`config.mk`:
```
export PLATFORM = sky130hd
export DESIGN_NAME = bcd_clock_core
export DESIGN_NICKNAME = d
export VERILOG_FILES = /design/src/rtl/bcd_clock_core.sv
export SDC_FILE = /design/constraint.sdc
export NUM_CORES = 1
export LEC_CHECK = 0
export CAP_MARGIN = 0
export CORE_MARGIN = 5
export CORE_UTILIZATION = 55
export DETAILED_ROUTE_END_ITERATION = 10
export HOLD_SLACK_MARGIN = 0.05
export PLACE_DENSITY_LB_ADDON = 0.05
export SYNTH_ARGS = -nofsm -noshare
export SYNTH_HDL_FRONTEND = slang
export SYNTH_SLANG_ARGS = --single-unit
```
`constraint.sdc`:
```
create_clock -name clk -period 2.57 [get_ports clk]
set_input_delay 0.257 -clock clk [delete_from_list [all_inputs] [get_ports clk]]
set_output_delay 0.257 -clock clk [all_outputs]
set_load 0.05 [all_outputs]
```
`src/rtl/bcd_clock_core.sv`:
```
// bcd_clock_core: time-of-day keeper with 1 Hz prescaler, 24-hour BCD time
// registers, load/increment controls and a registered 12/24-hour HHMMSS output.
module bcd_clock_core #(
    parameter int unsigned TICKS_PER_SEC = 100000000,
    parameter logic [23:0] RESET_TIME    = 24'h000000
) (
    input  logic        clk,
    input  logic        rst,
    input  logic        run,
    input  logic        mode_12h,
    input  logic        load,
    input  logic [23:0] load_time,
    input  logic        inc_min,
    input  logic        inc_hour,
    input  logic        freeze,
    output logic [23:0] count,
    output logic        pm,
    output logic        sec_tick,
    output logic        day_wrap,
    output logic        load_err
);

    localparam int unsigned PW = (TICKS_PER_SEC > 1) ? $clog2(TICKS_PER_SEC) : 1;
    localparam logic [PW-1:0] PMAX = PW'(TICKS_PER_SEC - 1);

    logic [PW-1:0] r_presc;
    logic [7:0]    r_hh;
    logic [7:0]    r_mm;
    logic [7:0]    r_ss;
    logic [23:0]   r_count;
    logic          r_pm;
    logic          r_sec_tick;
    logic          r_day_wrap;
    logic          r_load_err;

    logic          w_tick;
    logic          w_load_ok;

    // Two-digit BCD increment that wraps to 00 after max.
    function automatic logic [7:0] bcd_inc(input logic [7:0] v, input logic [7:0] max);
        if (v == max)
            return 8'h00;
        if (v[3:0] == 4'h9)
            return {v[7:4] + 4'd1, 4'h0};
        return {v[7:4], v[3:0] + 4'd1};
    endfunction

    // 24-hour BCD hour to displayed hour; 12-hour form maps 00->12, 13..23->01..11.
    function automatic logic [7:0] fmt_hour(input logic [7:0] h, input logic m12);
        logic [3:0] lo;
        lo = 4'h0;
        if (!m12)
            return h;
        if (h == 8'h00)
            return 8'h12;
        if (h <= 8'h12)
            return h;
        if (h[7:4] == 4'h1)
            return h - 8'h12;
        // 20..23: subtracting 12 equals adding 8 to the units digit with a decimal carry
        lo = h[3:0] + 4'd8;
        if (lo >= 4'd10)
            return {4'h1, lo - 4'd10};
        return {4'h0, lo};
    endfunction

    // A load is accepted only for a well-formed 24-hour BCD time.
    function automatic logic time_ok(input logic [23:0] t);
        logic digits_ok;
        digits_ok = (t[23:20] <= 4'h9) && (t[19:16] <= 4'h9) &&
                    (t[15:12] <= 4'h9) && (t[11:8]  <= 4'h9) &&
                    (t[7:4]   <= 4'h9) && (t[3:0]   <= 4'h9);
        return digits_ok && (t[23:16] <= 8'h23) && (t[15:8] <= 8'h59) && (t[7:0] <= 8'h59);
    endfunction

    assign w_tick    = run && (r_presc == PMAX);
    assign w_load_ok = time_ok(load_time);

    // Time registers, prescaler and event pulses; load beats increments beats tick.
    always_ff @(posedge clk) begin
        if (rst) begin
            r_hh       <= RESET_TIME[23:16];
            r_mm       <= RESET_TIME[15:8];
            r_ss       <= RESET_TIME[7:0];
            r_presc    <= '0;
            r_sec_tick <= 1'b0;
            r_day_wrap <= 1'b0;
            r_load_err <= 1'b0;
        end else begin
            r_sec_tick <= 1'b0;
            r_day_wrap <= 1'b0;
            r_load_err <= 1'b0;
            if (load) begin
                if (w_load_ok) begin
                    r_hh    <= load_time[23:16];
                    r_mm    <= load_time[15:8];
                    r_ss    <= load_time[7:0];
                    r_presc <= '0;
                end else begin
                    r_load_err <= 1'b1;
                end
            end else if (inc_min || inc_hour) begin
                r_ss    <= 8'h00;
                r_presc <= '0;
                if (inc_min)
                    r_mm <= bcd_inc(r_mm, 8'h59);
                if (inc_hour)
                    r_hh <= bcd_inc(r_hh, 8'h23);
            end else if (w_tick) begin
                r_presc    <= '0;
                r_sec_tick <= 1'b1;
                r_ss       <= bcd_inc(r_ss, 8'h59);
                if (r_ss == 8'h59) begin
                    r_mm <= bcd_inc(r_mm, 8'h59);
                    if (r_mm == 8'h59) begin
                        r_hh <= bcd_inc(r_hh, 8'h23);
                        if (r_hh == 8'h23)
                            r_day_wrap <= 1'b1;
                    end
                end
            end else if (run) begin
                r_presc <= r_presc + 1'b1;
            end
        end
    end

    // Display register: formatted copy of the internal time, held while frozen.
    always_ff @(posedge clk) begin
        if (rst) begin
            r_count <= {fmt_hour(RESET_TIME[23:16], mode_12h), RESET_TIME[15:0]};
            r_pm    <= (RESET_TIME[23:16] >= 8'h12);
        end else if (!freeze) begin
            r_count <= {fmt_hour(r_hh, mode_12h), r_mm, r_ss};
            r_pm    <= (r_hh >= 8'h12);
        end
    end

    assign count    = r_count;
    assign pm       = r_pm;
    assign sec_tick = r_sec_tick;
    assign day_wrap = r_day_wrap;
    assign load_err = r_load_err;

endmodule

```
# After elaboration in Yosys (flattened, before gate mapping)
# Cells that the tools add are included.
# classes
n_addsub,10
multipliers,0
div_mod_pow,0
n_lt_le_gt_ge,12
eq_ne,14
shift,0
muxes,146
n_bitwise,4
n_reduce_logical,28
# ops
operator,count
two-way mux 8 bit,47
two-way mux 27 bit,5
two-way mux 1 bit,90
two-way mux 24 bit,2
adder 27 x 1 -> 27 bit (second input constant),1
== test 27 bit (second input constant),1
adder 4 x 1 -> 4 bit (second input constant),6
less-or-equal comparator 4 bit (second input constant),6
== test 8 x 7 -> 1 bit (second input constant),2
less-or-equal comparator 8 x 7 -> 1 bit (second input constant),2
nonzero test 4 bit,4
== test 4 bit (second input constant),3
logical AND 1 bit,9
nonzero test 3 bit,3
== test 8 x 6 -> 1 bit (second input constant),1
greater-or-equal comparator 8 x 5 -> 1 bit (second input constant),1
less-or-equal comparator 8 x 5 -> 1 bit (second input constant),1
less-or-equal comparator 8 x 6 -> 1 bit (second input constant),1
zero test 8 bit,1
inequality test 4 x 2 -> 1 bit (second input constant),2
subtractor 8 x 5 -> 8 bit (second input constant),1
AND reduction 7 bit,1
inequality test 3 bit (second input constant),2
AND reduction 6 bit,1
other kinds (17),21
# totals
ff_bits,79
latchBits,0
ramBits,0
romBits,0
in_bits,32
output_inout_bits,28
elab_cells,227
memories,0

# Logic depth before layout (Yosys ltp)
# depth
depth_word,28
depth_mapped,9
depth_no_buf,7

# Worst setup path before layout
# OpenSTA, ideal clock, no wires.
# synth_timing
path_kind,flip-flop to flip-flop
from,reg r_hh[5]
to,"reg r_count[17], in the netlist count[17] (data pin)"
setup_time_ps,265
arrival_time_ps,1768
t_required_ps,2305
slack_ps,537
path_stages_with_launch,10
n_path_buf,2
synth_period_minus_slack_ps,2033
cell_sequence,dfxtp_1 -> buf_2 -> inv_1 -> ha_1 -> or3b_2 -> clkbuf_1 -> o21ai_0 -> o211a_1 -> xnor2_1 -> a21oi_1
# synth_via
elab_chain_cells,13
word_cells_on_any_way,29
classes_between,order compare: 1; eq/ne: 1; mux: 26; reduce/logical: 1
# synth_rtl
item,line_no,text
start: declaration,27,logic [7:0] r_hh;
start signal: assignment,82,r_hh <= RESET_TIME[23:16];
start signal: assignment,95,r_hh <= load_time[23:16];
start signal: assignment,108,"r_hh <= bcd_inc(r_hh, 8'h23);"
branches (longest 9 deep; another with less-or-equal comparator 8 x 5 -> 1 bit),n/a,
two-way mux 8 bit (*),56,if (h <= 8'h12)
two-way mux 8 bit (*),54,if (h == 8'h00)
two-way mux 24 bit (*),132,end else if (!freeze) begin
two-way mux 24 bit (*),129,if (rst) begin
end signal: assignment,130,"r_count <= {fmt_hour(RESET_TIME[23:16], mode_12h), RESET_TIME[15:0]};"
end signal: assignment,133,"r_count <= {fmt_hour(r_hh, mode_12h), r_mm, r_ss};"
end: declaration,30,logic [23:0] r_count;
# Every way passes the cells marked *. The select of a mux whose other input is x is not followed.
# A chain may end at the register's enable or synchronous reset.

# Worst setup path after layout
# layout_timing
from,reg r_hh[5]
to,reg r_hh[6]
# layout_via
elab_chain_cells,14
word_cells_on_any_way,27
classes_between,add/sub: 1; eq/ne: 2; mux: 22; reduce/logical: 2
# layout_rtl
item,line_no,text
== test 8 x 6 -> 1 bit,41,if (v == max)
two-way mux 1 bit,41,
two-way mux 1 bit,115,if (r_mm == 8'h59) begin
two-way mux 1 bit,113,if (r_ss == 8'h59) begin
two-way mux 1 bit,109,end else if (w_tick) begin
two-way mux 1 bit,102,end else if (inc_min || inc_hour) begin
two-way mux 1 bit,93,if (load) begin
two-way mux 1 bit,81,if (rst) begin
two-way mux 8 bit,43,if (v[3:0] == 4'h9)
two-way mux 8 bit,115,
two-way mux 8 bit,113,
two-way mux 8 bit,109,
two-way mux 8 bit,102,
two-way mux 8 bit,93,
# Parallel ways exist; a longest one is shown, timed or not. The select of a mux whose other input is x is not followed.

==> metrics <==
Syn Area/Cell=between 8 and 9 um2; Post-synth EDFFs=8; Std-Cell Rows=33; Chip Width=102 um; relative slew slack=0.592; Crit. End Element=register; #FFs+latches synth=79; initial antenna violation count=0; GRT overflow=0; CTS max path bufs=2; most common cell after layout, fill and taps aside=dfxtp_1; post-CTS sizing=0; CTS Root Cell=clkbuf_8; Buffers on Ports=59; number of CTS-inserted buffers=9; kind of start point of the critical path=register; CTS tree=yes; Crit Path Class=register to register; Yosys top cell area share=0.304; first-pass GRT wire length=slightly above 20000 um; Syn-to-layout area delta=21.5%; HP Class=primary input to register; RSZ-0062 raised after global routing=no; Routed WL=roughly 12000 um; Synth Net Count=593; Max Clock Skew=~0.013 ns; First-pass DRT Iterations=5; Max Clk Rate=0.438 GHz; Pwr Density=498 mW/mm2; predominant post-synthesis flop cell=dfxtp_1; Final Hold Viols=0; residual DRC count=0; CP arrival=2.50 ns; Tmin final=2.28 ns; CTS Sinks=79; post-synthesis cell count=545; worst vdd ir=0.319 mV; Req. time, crit path=2.79 ns; Reg clk slew, reported paths=0.07 ns; Via-to-Cell Ratio=6.27; worst reg-to-reg path cell count=6; setup violators final=0; CTS Hold Buffers Added=0; status=finished, final reports clean; asr flop ratio synth=0; Leak=1.99 nW; commonest cells after routing, fill and taps aside=dfxtp_1, clkdlybuf4s50_1, a21oi_1, nor2_1, nand2_1; worst slew pin tran=just over 0.6 ns; fraction of layout cells with a size suffix above 1=0.109; routability cong.=between 0.8 and 0.9; Overall Global Routing Usage=0.243; synth top area cells=dfxtp_1, a21oi_1, edfxtp_1, ha_1, mux2i_1; drt wl/cell=~17 um; number of synthesis warnings=0; Period Utilization, post-route=0.889; Design Power=about 2.8 mW; Cell Area, Synth=0.00467 mm2; ant diodes=0; CP peak stage delay=around 0.55 ns; TNS Setup=0 ns; hold depth=2; pin count of the biggest net entering global routing=32; HPWL after detailed placement=9230 um; Initial Util=0.565; FILL cells=714; nets=656; Setup Fix Bufs, Post-CTS=0; via count=4505; Die Area=0.0104 mm2; H-tree depth=3; CP max FO=10; sequence of cells on the critical path=ha_1, or4b_4, o311ai_2, o21ai_1, nor4_1, o32ai_1; die height=102 um; Pins Over Slew Limit=0; Netlist cell types=77; largest area contributor in the netlist=dfxtp_1; sequential fraction of the synthesis area=0.356; Worst path slowest cell=dfxtp_1; latest clock arrival within the worst-skew pair=0.36 ns; number of I/O pins=60; Max Cap Violations=0; vias in the first global route=4179; Core ar.=slightly above 0.008 mm2; antenna viol nets, final=0; Iteration-0 DRC Markers=244
==> worst max-delay path, delay by kind of cell (launching register included) <==
| kind | cells | cell delay [ns] |
|---|---|---|
| flops | 1 | 0.55 |
| compound gates | 3 | 0.57 |
| simple gates | 2 | 0.84 |
| fa+ha+maj | 1 | 0.20 |
==> layout make-up <==
cell class	instances	area, um2	share of cell area
sequential	79	1660	0.293
tap	105	131	0.0232
clock inverter	5	63.8	0.0113
clock buffer	11	151	0.0267
inverter	20	75.1	0.0132
multi-input combinational	412	2760	0.487
timing repair buffer	86	826	0.146
==> cell families after synthesis <==
kind of cell             synth area share
buffers and inverters              0.0536
AO/OA/AOI/OAI                       0.240
adder cells (fa/ha/maj)            0.0429
XOR/XNOR                          0.00938
AND/OR/NAND/NOR                     0.262
multiplexers                       0.0365
flip-flops                          0.356
==> routing by layer <==
metal  global-route usage  part of all wire  up-vias
met5                    0                 0        -
met4               0.0727             0.015        0
met1                0.325              0.44     2152
met3               0.0280             0.049       16
met2                0.412              0.49      117
li1                     -                 -     2220
==> sequential cells by signal (all words and copies together), names as in the netlist <==
signal,count
load_err,1
r_presc,27
r_mm,8
day_wrap,1
sec_tick,1
count,24
pm,1
r_ss,8
r_hh,8
==> power by group <==
part	internal, mW	switching (mW)	total [mW]
Combinational	0.204	0.292	0.496
Sequential	1.29	0.0523	1.34
Clock	0.509	0.476	0.984
==> worst paths after layout <==
path,from,endpoint,slack [ns]
worst max-delay path,r_hh[5],r_hh[6],0.29
worst min register to register,pm,pm,0.49
worst max register to register,r_hh[5],r_hh[6],0.29
worst min-delay path,rst,count[8],0.30
==> per-stage QoR <==
step / worst slack, ns / cell area [um2] / util / hold WS (ns) / cells
final: 0.286 / 5670 / 0.687 / 0.298 / 718
after global routing: 0.171 / 5670 / 0.687 / 0.307 / 718
after CTS: 0.323 / 5670 / 0.687 / 0.295 / 718
after detailed placement: 0.0294 / 5460 / 0.661 / 0.480 / 702
after global placement: 0.0223 / 5460 / 0.661 / 0.461 / 702
after floorplan: 0.537 / 4670 / - / 0.342 / 545
==> synth_stat cells (4+ instances only) <==
| cell | count |
|---|---|
| o41ai_1 | 4 |
| inv_1 | 20 |
| o21a_1 | 5 |
| mux2i_1 | 17 |
| or4_1 | 12 |
| and4_1 | 7 |
| nor2_1 | 41 |
| buf_2 | 14 |
| a31oi_1 | 11 |
| clkbuf_1 | 9 |
| ha_1 | 16 |
| a21oi_1 | 56 |
| a311oi_1 | 9 |
| o21ai_1 | 8 |
| nand3_1 | 20 |
| nand2_1 | 33 |
| nor3_1 | 15 |
| buf_1 | 6 |
| nor4_1 | 6 |
| or3_1 | 15 |
| dfxtp_1 | 71 |
| a22oi_1 | 4 |
| o311ai_1 | 4 |
| o31ai_1 | 16 |
| a211oi_1 | 6 |
| nand4_1 | 11 |
| o21ai_0 | 16 |
| nand3b_1 | 4 |
| and3_1 | 6 |
| and2_1 | 6 |
| edfxtp_1 | 8 |
No activity file was read; power rests on OpenSTA's default activity.
